[src/rtl/pll_rst_seq.sv]
`timescale 1ns/1ps
// pll_rst_seq
// -----------
// Reset sequencer that sits directly behind the PLL. It synchronises the
// asynchronous PLL lock flag, waits until lock has been stable for a
// qualified interval, holds the system reset for a further fixed interval
// and then releases the design-wide active-low reset. Losing lock while
// running re-asserts the reset at once. If lock is never reached within a
// timeout window, the PLL itself is pulsed into reset and qualification
// starts over.
//
// Ports:
//   clk            in   system clock (PLL output)
//   rst_n          in   asynchronous active-low reset
//   pll_locked     in   PLL lock flag, asynchronous to clk
//   sys_rst_n      out  registered system reset, active-low, high only in RUN
//   pll_rst        out  registered PLL reset request, active-high
//   lock_timeout   out  sticky: a lock timeout occurred since the last RUN entry
//   lock_loss_cnt  out  saturating count of lock losses seen while in RUN
//   state_o        out  current FSM state (debug)
//
// Parameter constraints: STABLE_CYCLES >= 1, RST_HOLD_CYCLES >= 1,
// LOCK_TIMEOUT >= 2, PLL_RST_CYCLES >= 1, CNT_W >= 1.

module pll_rst_seq #(
    parameter int STABLE_CYCLES   = 1024,
    parameter int RST_HOLD_CYCLES = 16,
    parameter int LOCK_TIMEOUT    = 65536,
    parameter int PLL_RST_CYCLES  = 8,
    parameter int CNT_W           = 8
) (
    input  logic             clk,
    input  logic             rst_n,
    input  logic             pll_locked,
    output logic             sys_rst_n,
    output logic             pll_rst,
    output logic             lock_timeout,
    output logic [CNT_W-1:0] lock_loss_cnt,
    output logic [2:0]       state_o
);

    // Phase counter serves STABLE, HOLD and PLL_RST; size it for the
    // largest of the three terminal values.
    localparam int PH_MAX_A = (STABLE_CYCLES > RST_HOLD_CYCLES) ? STABLE_CYCLES : RST_HOLD_CYCLES;
    localparam int PH_MAX   = (PH_MAX_A > PLL_RST_CYCLES) ? PH_MAX_A : PLL_RST_CYCLES;
    localparam int PH_W     = $clog2(PH_MAX) + 1;
    localparam int TO_W     = $clog2(LOCK_TIMEOUT) + 1;

    localparam logic [PH_W-1:0]  STABLE_LAST  = PH_W'(STABLE_CYCLES - 1);
    localparam logic [PH_W-1:0]  HOLD_LAST    = PH_W'(RST_HOLD_CYCLES - 1);
    localparam logic [PH_W-1:0]  PLL_RST_LAST = PH_W'(PLL_RST_CYCLES - 1);
    localparam logic [TO_W-1:0]  TO_LAST      = TO_W'(LOCK_TIMEOUT - 1);
    localparam logic [CNT_W-1:0] LOSS_MAX     = '1;

    typedef enum logic [2:0] {
        WAIT_LOCK = 3'd0,
        STABLE    = 3'd1,
        HOLD      = 3'd2,
        RUN       = 3'd3,
        PLL_RST   = 3'd4
    } state_t;

    state_t            state_q, state_d;
    logic [PH_W-1:0]   cnt_q, cnt_d;
    logic [TO_W-1:0]   tcnt_q, tcnt_d;
    logic              timeout_hit;
    logic              lock_timeout_d;
    logic [CNT_W-1:0]  loss_d;
    logic              sync_q;
    logic              lock_s;

    // ------------------------------------------------------------------
    // Two-flop synchroniser for the asynchronous lock flag. Only lock_s
    // is allowed to reach the FSM; the first flop may go metastable.
    // ------------------------------------------------------------------
    // NOTE: sequential state uses non-blocking assignments so every flop
    // samples the pre-edge value; with blocking '=' here lock_s would pick
    // up the new sync_q in the same edge and the synchroniser would
    // collapse to a single flop.
    always_ff @(posedge clk or negedge rst_n) begin
        if (!rst_n) begin
            sync_q <= 1'b0;
            lock_s <= 1'b0;
        end else begin
            sync_q <= pll_locked;
            lock_s <= sync_q;
        end
    end

    // ------------------------------------------------------------------
    // Next-state, counter and output logic
    // ------------------------------------------------------------------
    // NOTE: every signal written in this block gets a default first, so
    // no path leaves it unassigned and no latch is inferred.
    always_comb begin
        state_d        = state_q;
        cnt_d          = '0;
        tcnt_d         = tcnt_q + 1'b1;
        lock_timeout_d = lock_timeout;
        loss_d         = lock_loss_cnt;
        timeout_hit    = (tcnt_q == TO_LAST);

        unique case (state_q)
            WAIT_LOCK: begin
                // Timeout outranks a lock arriving on the same cycle.
                if (timeout_hit)  state_d = PLL_RST;
                else if (lock_s)  state_d = STABLE;
            end
            STABLE: begin
                cnt_d = cnt_q + 1'b1;
                if (timeout_hit)                 state_d = PLL_RST;
                else if (!lock_s)                state_d = WAIT_LOCK;
                else if (cnt_q == STABLE_LAST)   state_d = HOLD;
            end
            HOLD: begin
                cnt_d = cnt_q + 1'b1;
                if (timeout_hit)                 state_d = PLL_RST;
                else if (!lock_s)                state_d = WAIT_LOCK;
                else if (cnt_q == HOLD_LAST)     state_d = RUN;
            end
            RUN: begin
                if (!lock_s) begin
                    state_d = WAIT_LOCK;
                    if (lock_loss_cnt != LOSS_MAX) loss_d = lock_loss_cnt + 1'b1;
                end
            end
            PLL_RST: begin
                // Lock is deliberately ignored while the PLL is held in reset.
                cnt_d = cnt_q + 1'b1;
                if (cnt_q == PLL_RST_LAST) state_d = WAIT_LOCK;
            end
            default: state_d = WAIT_LOCK;
        endcase

        // Each phase starts counting from zero.
        if (state_d != state_q) cnt_d = '0;

        // The timeout window only spans the qualification phases; a drop
        // from STABLE/HOLD back to WAIT_LOCK keeps the window running.
        if (state_q == RUN || state_q == PLL_RST ||
            state_d == RUN || state_d == PLL_RST) begin
            tcnt_d = '0;
        end

        if (state_d == PLL_RST)  lock_timeout_d = 1'b1;
        else if (state_d == RUN) lock_timeout_d = 1'b0;
    end

    // ------------------------------------------------------------------
    // State, counters and registered outputs
    // ------------------------------------------------------------------
    always_ff @(posedge clk or negedge rst_n) begin
        if (!rst_n) begin
            state_q       <= WAIT_LOCK;
            cnt_q         <= '0;
            tcnt_q        <= '0;
            sys_rst_n     <= 1'b0;
            pll_rst       <= 1'b0;
            lock_timeout  <= 1'b0;
            lock_loss_cnt <= '0;
        end else begin
            state_q       <= state_d;
            cnt_q         <= cnt_d;
            tcnt_q        <= tcnt_d;
            // Outputs are registered from the next state so they change on
            // the same edge as the state itself, with no combinational glitch.
            sys_rst_n     <= (state_d == RUN);
            pll_rst       <= (state_d == PLL_RST);
            lock_timeout  <= lock_timeout_d;
            lock_loss_cnt <= loss_d;
        end
    end

    assign state_o = state_q;

endmodule

[config.mk]
export PLATFORM = sky130hd
export DESIGN_NAME = pll_rst_seq
export DESIGN_NICKNAME = d
export VERILOG_FILES = /design/src/rtl/pll_rst_seq.sv
export SDC_FILE = /design/constraint.sdc
export NUM_CORES = 1
export LEC_CHECK = 0
export CAP_MARGIN = 20
export CORE_MARGIN = 10
export CORE_UTILIZATION = 40
export DETAILED_ROUTE_END_ITERATION = 16
export SYNTH_ARGS = -nofsm -noshare
export SYNTH_HDL_FRONTEND = slang
export SYNTH_SLANG_ARGS = --single-unit
[constraint.sdc]
create_clock -name clk -period 2.3 [get_ports clk]
set_clock_uncertainty 0.05 [all_clocks]
set_input_delay 0.345 -clock clk [delete_from_list [all_inputs] [get_ports clk]]
set_output_delay 0.345 -clock clk [all_outputs]
set_load 0.01 [all_outputs]
==> results.yml <==
grt:
  track_usage_pct: 11.0
  grt_pass1_wl_um: 7940
  antenna_found_initial: 0
  grt_pass1_vias: 1685
  grt_start_max_net_pins: 45
  grt_overflow: 0
run_status:
  status: "complete, no violations"
routing:
  drcViolationCount: 0
  wl_um: 4450
  initialDrtViolationCount: 95
  firstDrtPassIters: 4
  avgViaCountPerCell: 5.15
  vias: 1663
  ant_nets: 0
  wire_per_inst_um: 13.8
timing:
  rsz0062_at_grt: "yes"
  max_freq_mhz: 458
  relSlewSlack_pct: 63.3
  finalMaxSlewViolations: 0
  hold_viol: 0
  worst-slew-pin-transition_ps: 551
  setup_viol: 0
  finalCritPeriodShare_pct: 95.0
  postLayoutSetupSlackWorst_ps: 115
  period_needed_ps: 2190
logic_synthesis:
  ys_warn_count: 0
  synth_area_per_cell_um2: 10.2
  syn_nets: 223
  ys_ff_latch: 44
  netlist_area_um2: 2200
  synth_cell_types: 40
  synth_seq_area_share_pct: 50.0
  async_flop_share_pct: 100
  synth-edff-count: 0
  syn_inst: 216
  ys.flop_type: "dfrtp_1"
clock_tree:
  clk-insertion-delay-late_ps: 300
  htree_levels: 2
  cts_num_sinks: 44
  hold_buffers: 0
  path_clk_slew_ps: 80
  cts_buffer_depth: 2
  cts-root-buf: "clkbuf_8"
  cts_tree: "built"
  cts_buffers: 5
placed_design:
  place_ws_ps: -107
  place.gp.congestion: 0.803
  port_buffers: 16
  dp_hpwl_um: 3020
worst_setup_path:
  worstPathRequired_ps: 2430
  crit_chain: "ha_2 -> nand2_4 -> nor2_2 -> and4_4 -> ha_4 -> buf_4 -> nor4_2 -> a31o_2 -> a21boi_4 -> buf_12 -> o21bai_1"
  worst-path-buf-inv: 2
  critical_path.slowest_cell: "dfrtp_1"
  arrival_ps: 2320
  crit_path_start_kind: "flip-flop"
  path_delay_family: "simple AND/OR/NAND/NOR gates"
  path_class: "flip-flop to flip-flop"
  slowest_delay_ps: 390
  end_kind: "flip-flop"
  worst-path-max-fanout: 19
floorplan:
  die-area_um2: 8870
  start_util_pct: 42.3
  num_io_pins: 17
  chipWidth_um: 94.2
  fp.coreArea_um2: 5200
  fp-row-count: 26
  chipHeight_um: 94.2
power:
  ir_drop_mv: 0.315
  leakage_nw: 1.23
  totalPowerFinal_mw: 1.42
  power.density_nw_per_um2: 513
layout:
  nets: 259
  layout-drive-gt1-share_pct: 19.8
  multiInputGateArea_um2: 1150
  syn_to_final_growth_pct: 25.9
  layout_common_cells: "dfrtp_1 (44), nor2_1 (30), nand2_1 (23), buf_4 (16)"
  diodes: 0
  n_fill_cell: 473
  final_common_cell: "dfrtp_1"
  seq_area_um2: 1100
run:
  drv_cap: 0
hold_path:
  hp-class: "input pin to async pin"
## where the power goes
part | switching (mW) | internal (mW) | total (mW)
registers | 0.00819 | 0.779 | 0.787
clock network | 0.253 | 0.322 | 0.575
logic | 0.0373 | 0.0206 | 0.0579
total | 0.299 | 1.12 | 1.42
## cell type report
type,count,share of cell area (%)
Tap cell,70,3.16
Clock inverter,2,1.26
Timing Repair Buffer,33,10.7
Inverter,7,0.949
Clock buffer,6,2.62
Sequential cell,44,39.7
Multi-Input combinational cell,161,41.6
## timing repair
action,CTS,global route
gates resized for setup,7,9
setup buffers,1,2
setup endpoints to repair,11,29
pin swaps,6,6
cloned,1,0
endpoints found under the hold margin,0,0
## synth_stat cells (2+ instances only)
cell | number | area, µm²
a31o_2 | 3 | 26.3
a41oi_1 | 2 | 17.5
and3_1 | 5 | 31.3
and4_1 | 2 | 17.5
buf_4 | 3 | 22.5
dfrtp_1 | 44 | 1100
ha_1 | 4 | 50.1
inv_1 | 7 | 26.3
nand2_1 | 24 | 90.1
nand2b_1 | 2 | 12.5
nand3_1 | 14 | 70.1
nand4_1 | 6 | 37.5
nor2_1 | 31 | 116
nor3_1 | 8 | 40.0
nor3b_1 | 5 | 37.5
nor4_1 | 4 | 25.0
o21ai_0 | 2 | 10.0
xnor2_1 | 15 | 131
xor2_1 | 14 | 123
## registers in the layout, summed over array words and instances, names as in the netlist
name,cells
sys_rst_n,1
cnt_q,11
sync_q,1
pll_rst,1
lock_s,1
tcnt_q,17
lock_timeout,1
lock_loss_cnt,8
state_o,3
## routing by layer
metal  vias up  track usage (%)  wire [µm]  part of all wire [%]
li1        825                -          -                     -
met1       805             13.7       2180                    49
met2        28             16.8       1940                    44
met3         5             4.24        274                   6.2
met4         0             3.80         58                   1.3
met5         -                0          0                     0
## metrics by stage
step / instance area (µm²) / setup TNS (ps) / utilization, % / hold WS, ps / std cells
floorplan: 2210 / 0 / - / -0.591 / 216
global placement: 2530 / -463 / 48.7 / 285 / 311
detailed placement: 2530 / -871 / 48.7 / 285 / 311
CTS: 2700 / 0 / 51.9 / 82.6 / 321
global route: 2770 / -320 / 53.2 / 89.5 / 323
finish: 2770 / 0 / 53.2 / 55.2 / 323
## worst register-to-register path: stages (launching register included)
cell and delay, ps:
dfrtp_1 390, ha_2 210, nand2_4 60, nor2_2 30
and4_4 170, ha_4 160, buf_4 130, nor4_2 230
a31o_2 220, a21boi_4 190, buf_12 160, o21bai_1 80
## final timing paths
kind	startpoint	end	slack, ps	cells after the start
hold reg to reg	sync_q$_DFF_PN0_	lock_s$_DFF_PN0_	300	0
setup / recovery	tcnt_q[1]$_DFF_PN0_	lock_timeout$_DFFE_PN0P_	110	11
min in group clk	sync_q$_DFF_PN0_	lock_s$_DFF_PN0_	300	0
setup reg to reg	tcnt_q[1]$_DFF_PN0_	lock_timeout$_DFFE_PN0P_	110	11
max in group asynchronous	rst_n	tcnt_q[14]$_DFF_PN0_	1750	2
hold / removal	rst_n	cnt_q[6]$_DFF_PN0_	60	2
## logic make-up after synthesis
family / after synthesis / synth area share, %
simple gates: 109 / 25.6
flops: 44 / 50.0
xor+xnor: 29 / 11.5
compound gates: 17 / 7.16
buf+inv: 12 / 2.90
fa+ha+maj: 4 / 2.27
mux: 1 / 0.512
Power figures use the tool's default switching activity.
